--- src/rtl/inst_mem_arbiter_if.sv ---
// Bus bundle for inst_mem_arbiter.
// Groups the IF fetch port, the debug/loader port and the memory port.
// Modports:
//   slave  - the arbiter: takes both requester ports, drives grants, responses and the memory bus
//   master - the environment: drives requests and memory read data, observes everything else
interface inst_mem_arbiter_if #(
  parameter int unsigned ADDR_W = 32,
  parameter int unsigned DATA_W = 32
);

  // IF fetch port
  logic              if_req;
  logic [ADDR_W-1:0] if_addr;
  logic              if_gnt;
  logic [DATA_W-1:0] if_inst;
  logic              if_valid;
  logic              stallreq_if;

  // Debug / loader port
  logic              dbg_req;
  logic              dbg_we;
  logic [ADDR_W-1:0] dbg_addr;
  logic [DATA_W-1:0] dbg_wdata;
  logic              dbg_lock;
  logic              dbg_gnt;
  logic [DATA_W-1:0] dbg_rdata;
  logic              dbg_valid;

  // Single-port synchronous memory
  logic              mem_ce;
  logic              mem_we;
  logic [ADDR_W-1:0] mem_addr;
  logic [DATA_W-1:0] mem_wdata;
  logic [DATA_W-1:0] mem_rdata;

  modport slave (
    input  if_req, if_addr,
    output if_gnt, if_inst, if_valid, stallreq_if,
    input  dbg_req, dbg_we, dbg_addr, dbg_wdata, dbg_lock,
    output dbg_gnt, dbg_rdata, dbg_valid,
    output mem_ce, mem_we, mem_addr, mem_wdata,
    input  mem_rdata
  );

  modport master (
    output if_req, if_addr,
    input  if_gnt, if_inst, if_valid, stallreq_if,
    output dbg_req, dbg_we, dbg_addr, dbg_wdata, dbg_lock,
    input  dbg_gnt, dbg_rdata, dbg_valid,
    input  mem_ce, mem_we, mem_addr, mem_wdata,
    output mem_rdata
  );

endinterface

--- src/rtl/inst_mem_arbiter.sv ---
// Instruction memory arbiter.
// Shares one single-port synchronous instruction memory between the IF fetch port and a
// debug/loader port. One access is granted per cycle; read data returns one cycle later and is
// steered to the port that issued the read. stallreq_if tells the pipeline control that IF is
// waiting this cycle.
//
// Ports:
//   clk  - clock, rising edge
//   rst  - synchronous reset, active high
//   bus  - inst_mem_arbiter_if.slave: IF port, debug port and memory port
//
// Build option:
//   INST_ARB_RR_EN defined   - conflicts resolved round-robin
//   INST_ARB_RR_EN undefined - debug has priority, IF forced through after MAX_WAIT denials
module inst_mem_arbiter #(
  parameter int unsigned ADDR_W   = 32,
  parameter int unsigned DATA_W   = 32,
  parameter int unsigned MAX_WAIT = 4
) (
  input  logic              clk,
  input  logic              rst,
  inst_mem_arbiter_if.slave bus
);

  typedef enum logic [1:0] {OwnNone, OwnIf, OwnDbg} owner_e;
  typedef enum logic {StIdle, StLocked} lock_state_e;

  lock_state_e lock_q, lock_d;
  owner_e      owner_q, owner_d;
  logic [DATA_W-1:0] if_inst_q, if_inst_d;
  logic [DATA_W-1:0] dbg_rdata_q, dbg_rdata_d;

  logic locked;
  logic if_cand, dbg_cand, contested, if_wins;
  logic if_gnt, dbg_gnt;
  logic if_valid, dbg_valid;
  logic [ADDR_W-1:0] addr_sel;
  logic [DATA_W-1:0] wdata_sel;

`ifdef INST_ARB_RR_EN
  // 0: IF owns the next conflict, 1: debug owns it
  logic rr_q, rr_d;
`else
  localparam logic [3:0] WaitMax = 4'(MAX_WAIT);
  logic [3:0] wait_q, wait_d;
`endif

  // Lock FSM. The lock applies from the cycle dbg_lock is raised and is released in the cycle
  // it drops, so the gate uses the next state rather than the registered one.
  always_comb begin
    lock_d = lock_q;
    unique case (lock_q)
      StIdle:   if (bus.dbg_lock)  lock_d = StLocked;
      StLocked: if (!bus.dbg_lock) lock_d = StIdle;
      default:  lock_d = StIdle;
    endcase
  end

  assign locked = (lock_d == StLocked);

  // Grant selection
  always_comb begin
    if_cand   = bus.if_req & ~locked & ~rst;
    dbg_cand  = bus.dbg_req & ~rst;
    contested = if_cand & dbg_cand;
`ifdef INST_ARB_RR_EN
    if_wins   = ~rr_q;
`else
    if_wins   = (wait_q == WaitMax);
`endif
    if_gnt    = if_cand & (~dbg_cand | if_wins);
    dbg_gnt   = dbg_cand & ~if_gnt;
  end

  // Arbitration state next-values
`ifdef INST_ARB_RR_EN
  always_comb begin
    rr_d = rr_q;
    if (contested) rr_d = ~rr_q;
  end
`else
  // Counts IF denials outside lock; saturates so IF keeps its forced win until granted.
  always_comb begin
    wait_d = wait_q;
    if (if_gnt) begin
      wait_d = '0;
    end else if (bus.if_req && !locked && (wait_q != WaitMax)) begin
      wait_d = wait_q + 4'd1;
    end
  end
`endif

  // Memory port driven from the winner in the same cycle
  always_comb begin
    addr_sel  = '0;
    wdata_sel = '0;
    if (if_gnt) begin
      addr_sel = bus.if_addr;
    end else if (dbg_gnt) begin
      addr_sel = bus.dbg_addr;
      if (bus.dbg_we) wdata_sel = bus.dbg_wdata;
    end
  end

  // Response routing: only reads create a pending response
  always_comb begin
    owner_d = OwnNone;
    if (if_gnt) begin
      owner_d = OwnIf;
    end else if (dbg_gnt && !bus.dbg_we) begin
      owner_d = OwnDbg;
    end
  end

  always_comb begin
    if_valid    = ~rst & (owner_q == OwnIf);
    dbg_valid   = ~rst & (owner_q == OwnDbg);
    if_inst_d   = if_valid  ? bus.mem_rdata : if_inst_q;
    dbg_rdata_d = dbg_valid ? bus.mem_rdata : dbg_rdata_q;
  end

  // Outputs; everything reads as zero while rst is high
  always_comb begin
    bus.if_gnt      = if_gnt;
    bus.dbg_gnt     = dbg_gnt;
    bus.stallreq_if = bus.if_req & ~if_gnt & ~rst;
    bus.mem_ce      = if_gnt | dbg_gnt;
    bus.mem_we      = dbg_gnt & bus.dbg_we;
    bus.mem_addr    = addr_sel;
    bus.mem_wdata   = wdata_sel;
    bus.if_valid    = if_valid;
    bus.dbg_valid   = dbg_valid;
    bus.if_inst     = rst ? '0 : if_inst_d;
    bus.dbg_rdata   = rst ? '0 : dbg_rdata_d;
  end

  always_ff @(posedge clk) begin
    if (rst) begin
      lock_q      <= StIdle;
      owner_q     <= OwnNone;
      if_inst_q   <= '0;
      dbg_rdata_q <= '0;
`ifdef INST_ARB_RR_EN
      rr_q        <= 1'b0;
`else
      wait_q      <= '0;
`endif
    end else begin
      lock_q      <= lock_d;
      owner_q     <= owner_d;
      if_inst_q   <= if_inst_d;
      dbg_rdata_q <= dbg_rdata_d;
`ifdef INST_ARB_RR_EN
      rr_q        <= rr_d;
`else
      wait_q      <= wait_d;
`endif
    end
  end

endmodule
--- src/flat_wrapper.sv ---
// flat-port wrapper written by rule: the top's interface ports become plain ports
module inst_mem_arbiter_flat 
#(
  parameter int unsigned ADDR_W   = 32,
  parameter int unsigned DATA_W   = 32,
  parameter int unsigned MAX_WAIT = 4
)
  (clk, rst, bus_if_req, bus_if_addr, bus_if_gnt, bus_if_inst, bus_if_valid, bus_stallreq_if, bus_dbg_req, bus_dbg_we, bus_dbg_addr, bus_dbg_wdata, bus_dbg_lock, bus_dbg_gnt, bus_dbg_rdata, bus_dbg_valid, bus_mem_ce, bus_mem_we, bus_mem_addr, bus_mem_wdata, bus_mem_rdata);
  inst_mem_arbiter_if #(.ADDR_W(ADDR_W), .DATA_W(DATA_W)) bus_i ();
  input  logic clk;
  input  logic rst;
  input wire logic [$bits(bus_i.if_req)-1:0] bus_if_req;
  input wire logic [$bits(bus_i.if_addr)-1:0] bus_if_addr;
  output wire logic [$bits(bus_i.if_gnt)-1:0] bus_if_gnt;
  output wire logic [$bits(bus_i.if_inst)-1:0] bus_if_inst;
  output wire logic [$bits(bus_i.if_valid)-1:0] bus_if_valid;
  output wire logic [$bits(bus_i.stallreq_if)-1:0] bus_stallreq_if;
  input wire logic [$bits(bus_i.dbg_req)-1:0] bus_dbg_req;
  input wire logic [$bits(bus_i.dbg_we)-1:0] bus_dbg_we;
  input wire logic [$bits(bus_i.dbg_addr)-1:0] bus_dbg_addr;
  input wire logic [$bits(bus_i.dbg_wdata)-1:0] bus_dbg_wdata;
  input wire logic [$bits(bus_i.dbg_lock)-1:0] bus_dbg_lock;
  output wire logic [$bits(bus_i.dbg_gnt)-1:0] bus_dbg_gnt;
  output wire logic [$bits(bus_i.dbg_rdata)-1:0] bus_dbg_rdata;
  output wire logic [$bits(bus_i.dbg_valid)-1:0] bus_dbg_valid;
  output wire logic [$bits(bus_i.mem_ce)-1:0] bus_mem_ce;
  output wire logic [$bits(bus_i.mem_we)-1:0] bus_mem_we;
  output wire logic [$bits(bus_i.mem_addr)-1:0] bus_mem_addr;
  output wire logic [$bits(bus_i.mem_wdata)-1:0] bus_mem_wdata;
  input wire logic [$bits(bus_i.mem_rdata)-1:0] bus_mem_rdata;
  assign bus_i.if_req = bus_if_req;
  assign bus_i.if_addr = bus_if_addr;
  assign bus_if_gnt = bus_i.if_gnt;
  assign bus_if_inst = bus_i.if_inst;
  assign bus_if_valid = bus_i.if_valid;
  assign bus_stallreq_if = bus_i.stallreq_if;
  assign bus_i.dbg_req = bus_dbg_req;
  assign bus_i.dbg_we = bus_dbg_we;
  assign bus_i.dbg_addr = bus_dbg_addr;
  assign bus_i.dbg_wdata = bus_dbg_wdata;
  assign bus_i.dbg_lock = bus_dbg_lock;
  assign bus_dbg_gnt = bus_i.dbg_gnt;
  assign bus_dbg_rdata = bus_i.dbg_rdata;
  assign bus_dbg_valid = bus_i.dbg_valid;
  assign bus_mem_ce = bus_i.mem_ce;
  assign bus_mem_we = bus_i.mem_we;
  assign bus_mem_addr = bus_i.mem_addr;
  assign bus_mem_wdata = bus_i.mem_wdata;
  assign bus_i.mem_rdata = bus_mem_rdata;
  inst_mem_arbiter #(.ADDR_W(ADDR_W), .DATA_W(DATA_W), .MAX_WAIT(MAX_WAIT)) u_core (.clk(clk), .rst(rst), .bus(bus_i));
endmodule
--- config.mk ---
export PLATFORM = sky130hd
export DESIGN_NAME = inst_mem_arbiter_flat
export DESIGN_NICKNAME = d
export VERILOG_FILES = /design/src/rtl/inst_mem_arbiter_if.sv /design/src/rtl/inst_mem_arbiter.sv /design/src/flat_wrapper.sv
export SDC_FILE = /design/constraint.sdc
export NUM_CORES = 1
export LEC_CHECK = 0
export ABC_CLOCK_PERIOD_IN_PS = 2200
export BUFFER_PORTS_ARGS = -buffer_cell sky130_fd_sc_hd__buf_2
export CELL_PAD_IN_SITES_DETAIL_PLACEMENT = 0
export CELL_PAD_IN_SITES_GLOBAL_PLACEMENT = 1
export CORE_UTILIZATION = 25
export DETAILED_ROUTE_END_ITERATION = 8
export GPL_ROUTABILITY_DRIVEN = 0
export PLACE_DENSITY = 0.82
export REMOVE_ABC_BUFFERS = 1
export SYNTH_ARGS = -nofsm -noshare
export SYNTH_HDL_FRONTEND = slang
export SYNTH_SLANG_ARGS = --single-unit
--- constraint.sdc ---
create_clock -name clk -period 2.2 [get_ports clk]
set_clock_uncertainty 0.2 [all_clocks]
set_input_delay 0.22 -clock clk [delete_from_list [all_inputs] [get_ports clk]]
set_output_delay 0.22 -clock clk [all_outputs]
set_load 0.02 [all_outputs]
==> results.py, run 1 <==
metrics = {
    "synthesis": {
        "synth_largest_type_area_fraction_pct": 42.12,
        "synthesis.yosys.warnings": 0,
        "ys_types": 27,
        "syn-mean-instance-area_sq_um": 6.989,
        "dominant_cells_by_area_after_synthesis": "sky130_fd_sc_hd__dfxtp_1 42%, sky130_fd_sc_hd__nand2_1 22%, sky130_fd_sc_hd__a21oi_1 10%",
        "synth_top_cell_by_area": "sky130_fd_sc_hd__dfxtp_1",
        "synth.ff_latch_count": 70,
        "syn-cell-area_sq_um": 3327,
        "synth-seq-area-share_pct": 42.12,
        "synthesis.instances": 476,
    },
    "critical_path": {
        "cp.required_ps": 1780,
        "crit_path_start": "u_core.wait_q[0]$_SDFFE_PP0P_",
        "regToRegSetupSlack_ps": 680,
        "reg2reg_from": "u_core.wait_q[0]$_SDFFE_PP0P_",
        "worst-endpoint-arrival_ps": 1790,
        "setup_cp_type": "reg -> out",
        "setup.worst_path.end_class": "output pin",
        "reg2reg_depth": 7,
        "startpoint_type": "register",
        "worst_r2r_endpoint": "u_core.owner_q[1]$_SDFF_PP0_",
        "worstPathMaxFanout": 8,
    },
    "worst_hold_path": {
        "timing.hold.worst_endpoint": "u_core.owner_q[0]$_SDFF_PP0_",
        "worstHoldStart": "bus_dbg_req",
        "hold_path_class": "in -> reg",
        "whs_path_depth": 2,
    },
    "detailed_routing": {
        "first_iter_violations": 231,
        "drt_drc_violations_left": 0,
        "vias_per_cell": 4.640,
        "drt-wirelength-per-cell_microns": 16.09,
        "antenna_violating_nets_post_route": 0,
        "drt_pass1_iterations": 4,
        "routed-via-count": 4422,
        "drt-total-wl_microns": 15330,
    },
    "timing": {
        "worst_slew_pin_slew_ps": 802.4,
        "timing.final.crit_share_pct": 100.4,
        "fin_tns_setup_ps": -42.42,
        "setup_ws_ps": -8.184,
        "timing_hold_violations_final": 0,
        "setup_viol_count_final": 13,
        "period_needed_ps": 2208,
        "max_slew_margin_pct": 46.51,
        "slew_viol_final": 0,
        "timing.fmax_mhz": 452.9,
        "rsz0062_at_grt": "yes",
        "min_hold_slack_ps": 69.41,
    },
    "clocking": {
        "cts_tree": "done",
        "clkSinkCount": 70,
        "clk_root_buffer_cell": "sky130_fd_sc_hd__clkbuf_16",
        "cts.clk_slew.worst_paths_ps": 60,
        "cts_htree_levels": 3,
        "insertion_delay_ps": 330,
        "cts_max_path_buffers": 2,
        "cts_inserted_buffers": 9,
    },
    "finish": {
        "regArea_sq_um": 1404,
        "n_antenna_cell": 0,
        "finalCoreUtilization_pct": 52.08,
        "layout_common_cells": "203 x sky130_fd_sc_hd__buf_2, 196 x sky130_fd_sc_hd__nand2_1, 68 x sky130_fd_sc_hd__a21oi_1, 68 x sky130_fd_sc_hd__dfxtp_1, 63 x sky130_fd_sc_hd__buf_6",
        "n_fill_cell": 1193,
        "multi_input_area_sq_um": 2178,
        "nets": 913,
        "syn2layout_area_growth_pct": 99.96,
        "final_common_cell": "sky130_fd_sc_hd__buf_2",
        "final_layout_size_suffix_gt1_share_pct": 50.06,
    },
    "die": {
        "start_util_pct": 26.05,
        "die_w_microns": 117.4,
        "fp-row-count": 41,
        "die_area_sq_um": 13770,
        "floorplan.die.height_microns": 117.4,
        "ios": 269,
        "core_sq_um": 12770,
    },
    "global_routing": {
        "first_global_vias": 3945,
        "grt_pass1_wl_microns": 20910,
        "grt.total_usage_pct": 19.28,
        "grt_start_max_net_pins": 73,
        "grt_antenna_before_repair": 0,
        "gr-total-overflow": 0,
    },
    "place": {
        "pre_cts_slack_ps": 41.58,
        "detailed_place_hpwl_microns": 9912,
        "total_of_buffers_placed_on_input_and_output_ports": 268,
    },
    "flow_run": {
        "max-cap-violations": 0,
    },
    "power": {
        "cellPowerDensity_nw_per_um2": 531.6,
        "vdd.ir_drop.worst_uv": 297.1,
        "total_power_mw": 3.537,
        "p_leak_nw": 2.959,
    },
    "run_status": {
        "outcome": "finished with violations",
        "violations": "setup timing",
    },
}
[report_power, final]
part	switching, mW	internal [mW]
logic	0.418	0.389
clock network	0.525	0.893
registers	0.00931	1.30
[synthesized netlist by cell type, drive strengths merged]
library cell	instances
nand3b	1
nand2b	5
and2	33
inv	4
nor3	1
a21oi	69
clkbuf	31
nand3	1
o22ai	32
dfxtp	70
o211a	1
nand2	196
nor2b	4
or3b	1
a31oi	2
ha	2
and4b	1
buf	11
nor2	4
o32ai	1
nand4	3
nor3b	2
o311ai	1
[worst max path at each step]
stage / end / slack, ps
2_1_floorplan: bus_mem_wdata[0] / -530
3_3_place_gp: bus_mem_addr[15] / 60
3_5_place_dp: bus_mem_addr[10] / 40
4_1_cts: bus_mem_wdata[8] / -20
5_1_grt: bus_mem_wdata[6] / -80
6_report: bus_mem_addr[15] / -8
[through the flow]
step	cells	instance area [sq um]
5_1_grt	953	6653
3_5_place_dp	886	4862
4_1_cts	937	5669
3_3_place_gp	886	4862
6_report	953	6653
2_1_floorplan	434	3139
[registers in the layout, indices dropped and copies added, names as in the netlist]
signal / flops
u_core.owner_q: 2
u_core.dbg_rdata_q: 32
u_core.if_inst_q: 32
u_core.wait_q: 4
[metal layers]
metal | wire, microns | share of wire (%) | up-vias | track usage, %
met5 | 0 | 0 | - | 0
met4 | 555 | 3.6 | 0 | 8.442
met3 | 1113 | 7.3 | 39 | 7.004
met2 | 7749 | 51 | 197 | 33.14
met1 | 5913 | 39 | 2026 | 21.18
li1 | - | - | 2160 | -
[area by class of cell]
type | count | area share, %
timing repair buffer | 332 | 38.35
multi-input combinational | 360 | 32.74
sequential | 70 | 21.10
clock buffer | 10 | 3.592
tap | 172 | 3.235
clock inverter | 5 | 0.7523
inverter | 4 | 0.2257
[worst max-delay path, stage by stage, from the launching register on]
cell,delay [ps]
sky130_fd_sc_hd__dfxtp_2,330
sky130_fd_sc_hd__inv_2,80
sky130_fd_sc_hd__ha_4,150
sky130_fd_sc_hd__nand3b_4,120
sky130_fd_sc_hd__and2_4,240
sky130_fd_sc_hd__clkbuf_16,190
sky130_fd_sc_hd__o22ai_4,180
sky130_fd_sc_hd__buf_6,150
[timing repair]
action                                  CTS  global route
hold endpoints to repair                 65             0
resized for setup                        37           189
pin swaps                                 2            53
cloned                                    0            12
hold buffers                             33             0
endpoints found under the setup margin   66            77
setup buffers                             3             4
[cell families (layout without fill, tap and decap cells)]
kind of cell             Yosys count  in the layout  synth area share, %
flip-flops                        70             70                42.12
adder cells (fa/ha/maj)            2              2               0.7520
AO/OA/AOI/OAI                    106            106                17.94
AND/OR/NAND/NOR                  252            252                33.09
buffers and inverters             46            351                6.092
No activity file was read; power rests on OpenSTA's default activity.
==> run 2, diff against run 1 <==
--- a/config.mk
+++ b/config.mk
@@ -5,7 +5,7 @@
 export SDC_FILE = /design/constraint.sdc
 export NUM_CORES = 1
 export LEC_CHECK = 0
-export ABC_CLOCK_PERIOD_IN_PS = 2200
+export ABC_CLOCK_PERIOD_IN_PS = 2400
 export BUFFER_PORTS_ARGS = -buffer_cell sky130_fd_sc_hd__buf_2
 export CELL_PAD_IN_SITES_DETAIL_PLACEMENT = 0
 export CELL_PAD_IN_SITES_GLOBAL_PLACEMENT = 1
==> constraint.sdc (replaced) <==
create_clock -name clk -period 2.4 [get_ports clk]
set_clock_uncertainty 0.2 [all_clocks]
set_input_delay 0.36 -clock clk [delete_from_list [all_inputs] [get_ports clk]]
set_output_delay 0.36 -clock clk [all_outputs]
set_load 0.02 [all_outputs]
==> results.py, run 2 (synthesized netlist as in run 1, its figures left out) <==
metrics = {
    "die": {
        "fp-row-count": 41,
        "start_util_pct": 26.05,
        "die_w_microns": 117.4,
        "floorplan.die.height_microns": 117.4,
        "ios": 269,
        "die_area_sq_um": 13770,
        "core_sq_um": 12770,
    },
    "global_routing": {
        "grt.total_usage_pct": 19.34,
        "gr-total-overflow": 0,
        "grt_pass1_wl_microns": 20790,
        "first_global_vias": 4004,
        "grt_start_max_net_pins": 73,
        "grt_antenna_before_repair": 1,
    },
    "critical_path": {
        "cpPeakStageDelay_ps": 340,
        "cp.required_ps": 1840,
        "worst-endpoint-arrival_ps": 1810,
        "worst_path_max_delay_cell": "sky130_fd_sc_hd__dfxtp_2",
        "critical_path.n_buffers_inverters": 3,
        "critical-path-top-delay-family": "buffers and inverters",
        "startpoint_type": "register",
        "setup.worst_path.end_class": "output pin",
        "worstPathCellList": "inv_2 > ha_4 > nand3b_4 > and2_4 > buf_12 > o22ai_1 > buf_2",
        "worstPathMaxFanout": 16,
        "setup_cp_type": "reg -> out",
    },
    "clocking": {
        "cts_tree": "done",
        "post_cts_hold_buffer_count": 0,
        "cts_inserted_buffers": 9,
        "cts.clk_slew.worst_paths_ps": 50,
        "clkSinkCount": 70,
        "insertion_delay_ps": 330,
        "cts_htree_levels": 3,
        "clk_root_buffer_cell": "sky130_fd_sc_hd__clkbuf_16",
        "cts_max_path_buffers": 2,
    },
    "timing": {
        "period_needed_ps": 2365,
        "setup_ws_ps": 34.63,
        "max_slew_margin_pct": 48.63,
        "timing_hold_violations_final": 0,
        "worst_slew_pin_slew_ps": 770.6,
        "timing.fmax_mhz": 422.8,
        "slew_viol_final": 0,
        "timing.final.crit_share_pct": 98.56,
        "rsz0062_at_grt": "yes",
        "setup_viol_count_final": 0,
    },
    "run_status": {
        "outcome": "complete, no violations",
    },
    "detailed_routing": {
        "routed-via-count": 4134,
        "wl_met3_microns": 1263,
        "highest-signal-layer": "met4",
        "drt_drc_violations_left": 0,
        "first_iter_violations": 324,
        "drt-wirelength-per-cell_microns": 15.32,
        "antenna_violating_nets_post_route": 0,
        "vias_per_cell": 4.558,
        "routedLengthMet1_microns": 5195,
        "drt_pass1_iterations": 5,
        "drt-total-wl_microns": 13890,
        "met2_wl_post_dr_microns": 6996,
    },
    "place": {
        "detailed_place_hpwl_microns": 9913,
        "pre_cts_slack_ps": 24.59,
        "total_of_buffers_placed_on_input_and_output_ports": 268,
        "dp_cells": 888,
    },
    "power": {
        "p_leak_nw": 2.599,
        "vdd.ir_drop.worst_uv": 293.2,
        "cellPowerDensity_nw_per_um2": 544.2,
    },
    "finish": {
        "final_common_cell": "sky130_fd_sc_hd__buf_2",
        "syn2layout_area_growth_pct": 66.00,
        "final_layout_size_suffix_gt1_share_pct": 45.17,
        "top_regs": "u_core.dbg_rdata_q x32, u_core.if_inst_q x32, u_core.wait_q x4",
        "layout_common_cells": "243 x sky130_fd_sc_hd__buf_2, 196 x sky130_fd_sc_hd__nand2_1, 68 x sky130_fd_sc_hd__a21oi_1, 68 x sky130_fd_sc_hd__dfxtp_1, 32 x sky130_fd_sc_hd__and2_1",
        "n_antenna_cell": 0,
        "nets": 867,
        "fin_cells": 907,
    },
    "flow_run": {
        "max-cap-violations": 0,
    },
    "worst_hold_path": {
        "hold_path_class": "in -> reg",
    },
}
-- run 2: changes by cell type in the layout (fill, tap and decap cells not counted), sizes merged --
cell / previous run / this run
clkinvlp: 0 / 1
dlygate4sd3: 33 / 0
buf: 292 / 285
clkinv: 4 / 3
clkbuf: 17 / 12
bufinv: 1 / 0
-- run 2: report_power, final --
part           internal [mW]  switching (mW)
combinational          0.241           0.333
clock                  0.744           0.486
sequential              1.19         0.00863
total                   2.18           0.827
-- run 2: stage by stage --
stage	power [mW]	setup TNS [ps]	hold slack [ps]	util, %	cell area [sq um]
2_1_floorplan	1.458	-30470	229.1	-	3139
3_3_place_gp	1.740	0	244.8	38.18	4877
3_5_place_dp	1.741	0	248.1	38.18	4877
4_1_cts	3.029	0	42.48	42.63	5445
5_1_grt	3.132	-421.0	57.69	43.24	5523
6_report	3.006	0	72.74	43.24	5523
-- run 2: timing repair --
action	4_1_cts	5_1_grt
cloned	1	3
pin swaps	1	2
buffers inserted	1	0
setup endpoints to repair	66	66
gates resized for setup	65	9
-- run 2: final cells by class --
| class | count | area [sq um] |
|---|---|---|
| clock buffer | 11 | 252.7 |
| clock inverter | 4 | 22.52 |
| fill | 1381 | 7251 |
| inverter | 4 | 15.01 |
| multi-input combinational | 360 | 1917 |
| sequential | 70 | 1404 |
| tap | 172 | 215.2 |
| timing repair buffer | 286 | 1697 |
-- run 2: routing by layer --
layer,track usage [%],up-vias
met1,20.14,1853
li1,-,2063
met5,0,-
met2,34.06,190
met4,8.523,0
met3,7.733,28
-- run 2: worst paths after layout --
check | from | endpoint | depth (start not counted) | slack, ps
max | u_core.wait_q[0]$_SDFFE_PP0P_ | bus_mem_addr[9] | 7 | 30
min | bus_dbg_we | u_core.owner_q[1]$_SDFF_PP0_ | 2 | 70
max reg2reg | u_core.wait_q[0]$_SDFFE_PP0P_ | u_core.owner_q[1]$_SDFF_PP0_ | 6 | 790
min reg2reg | u_core.dbg_rdata_q[28]$_DFF_P_ | u_core.dbg_rdata_q[28]$_DFF_P_ | 2 | 260
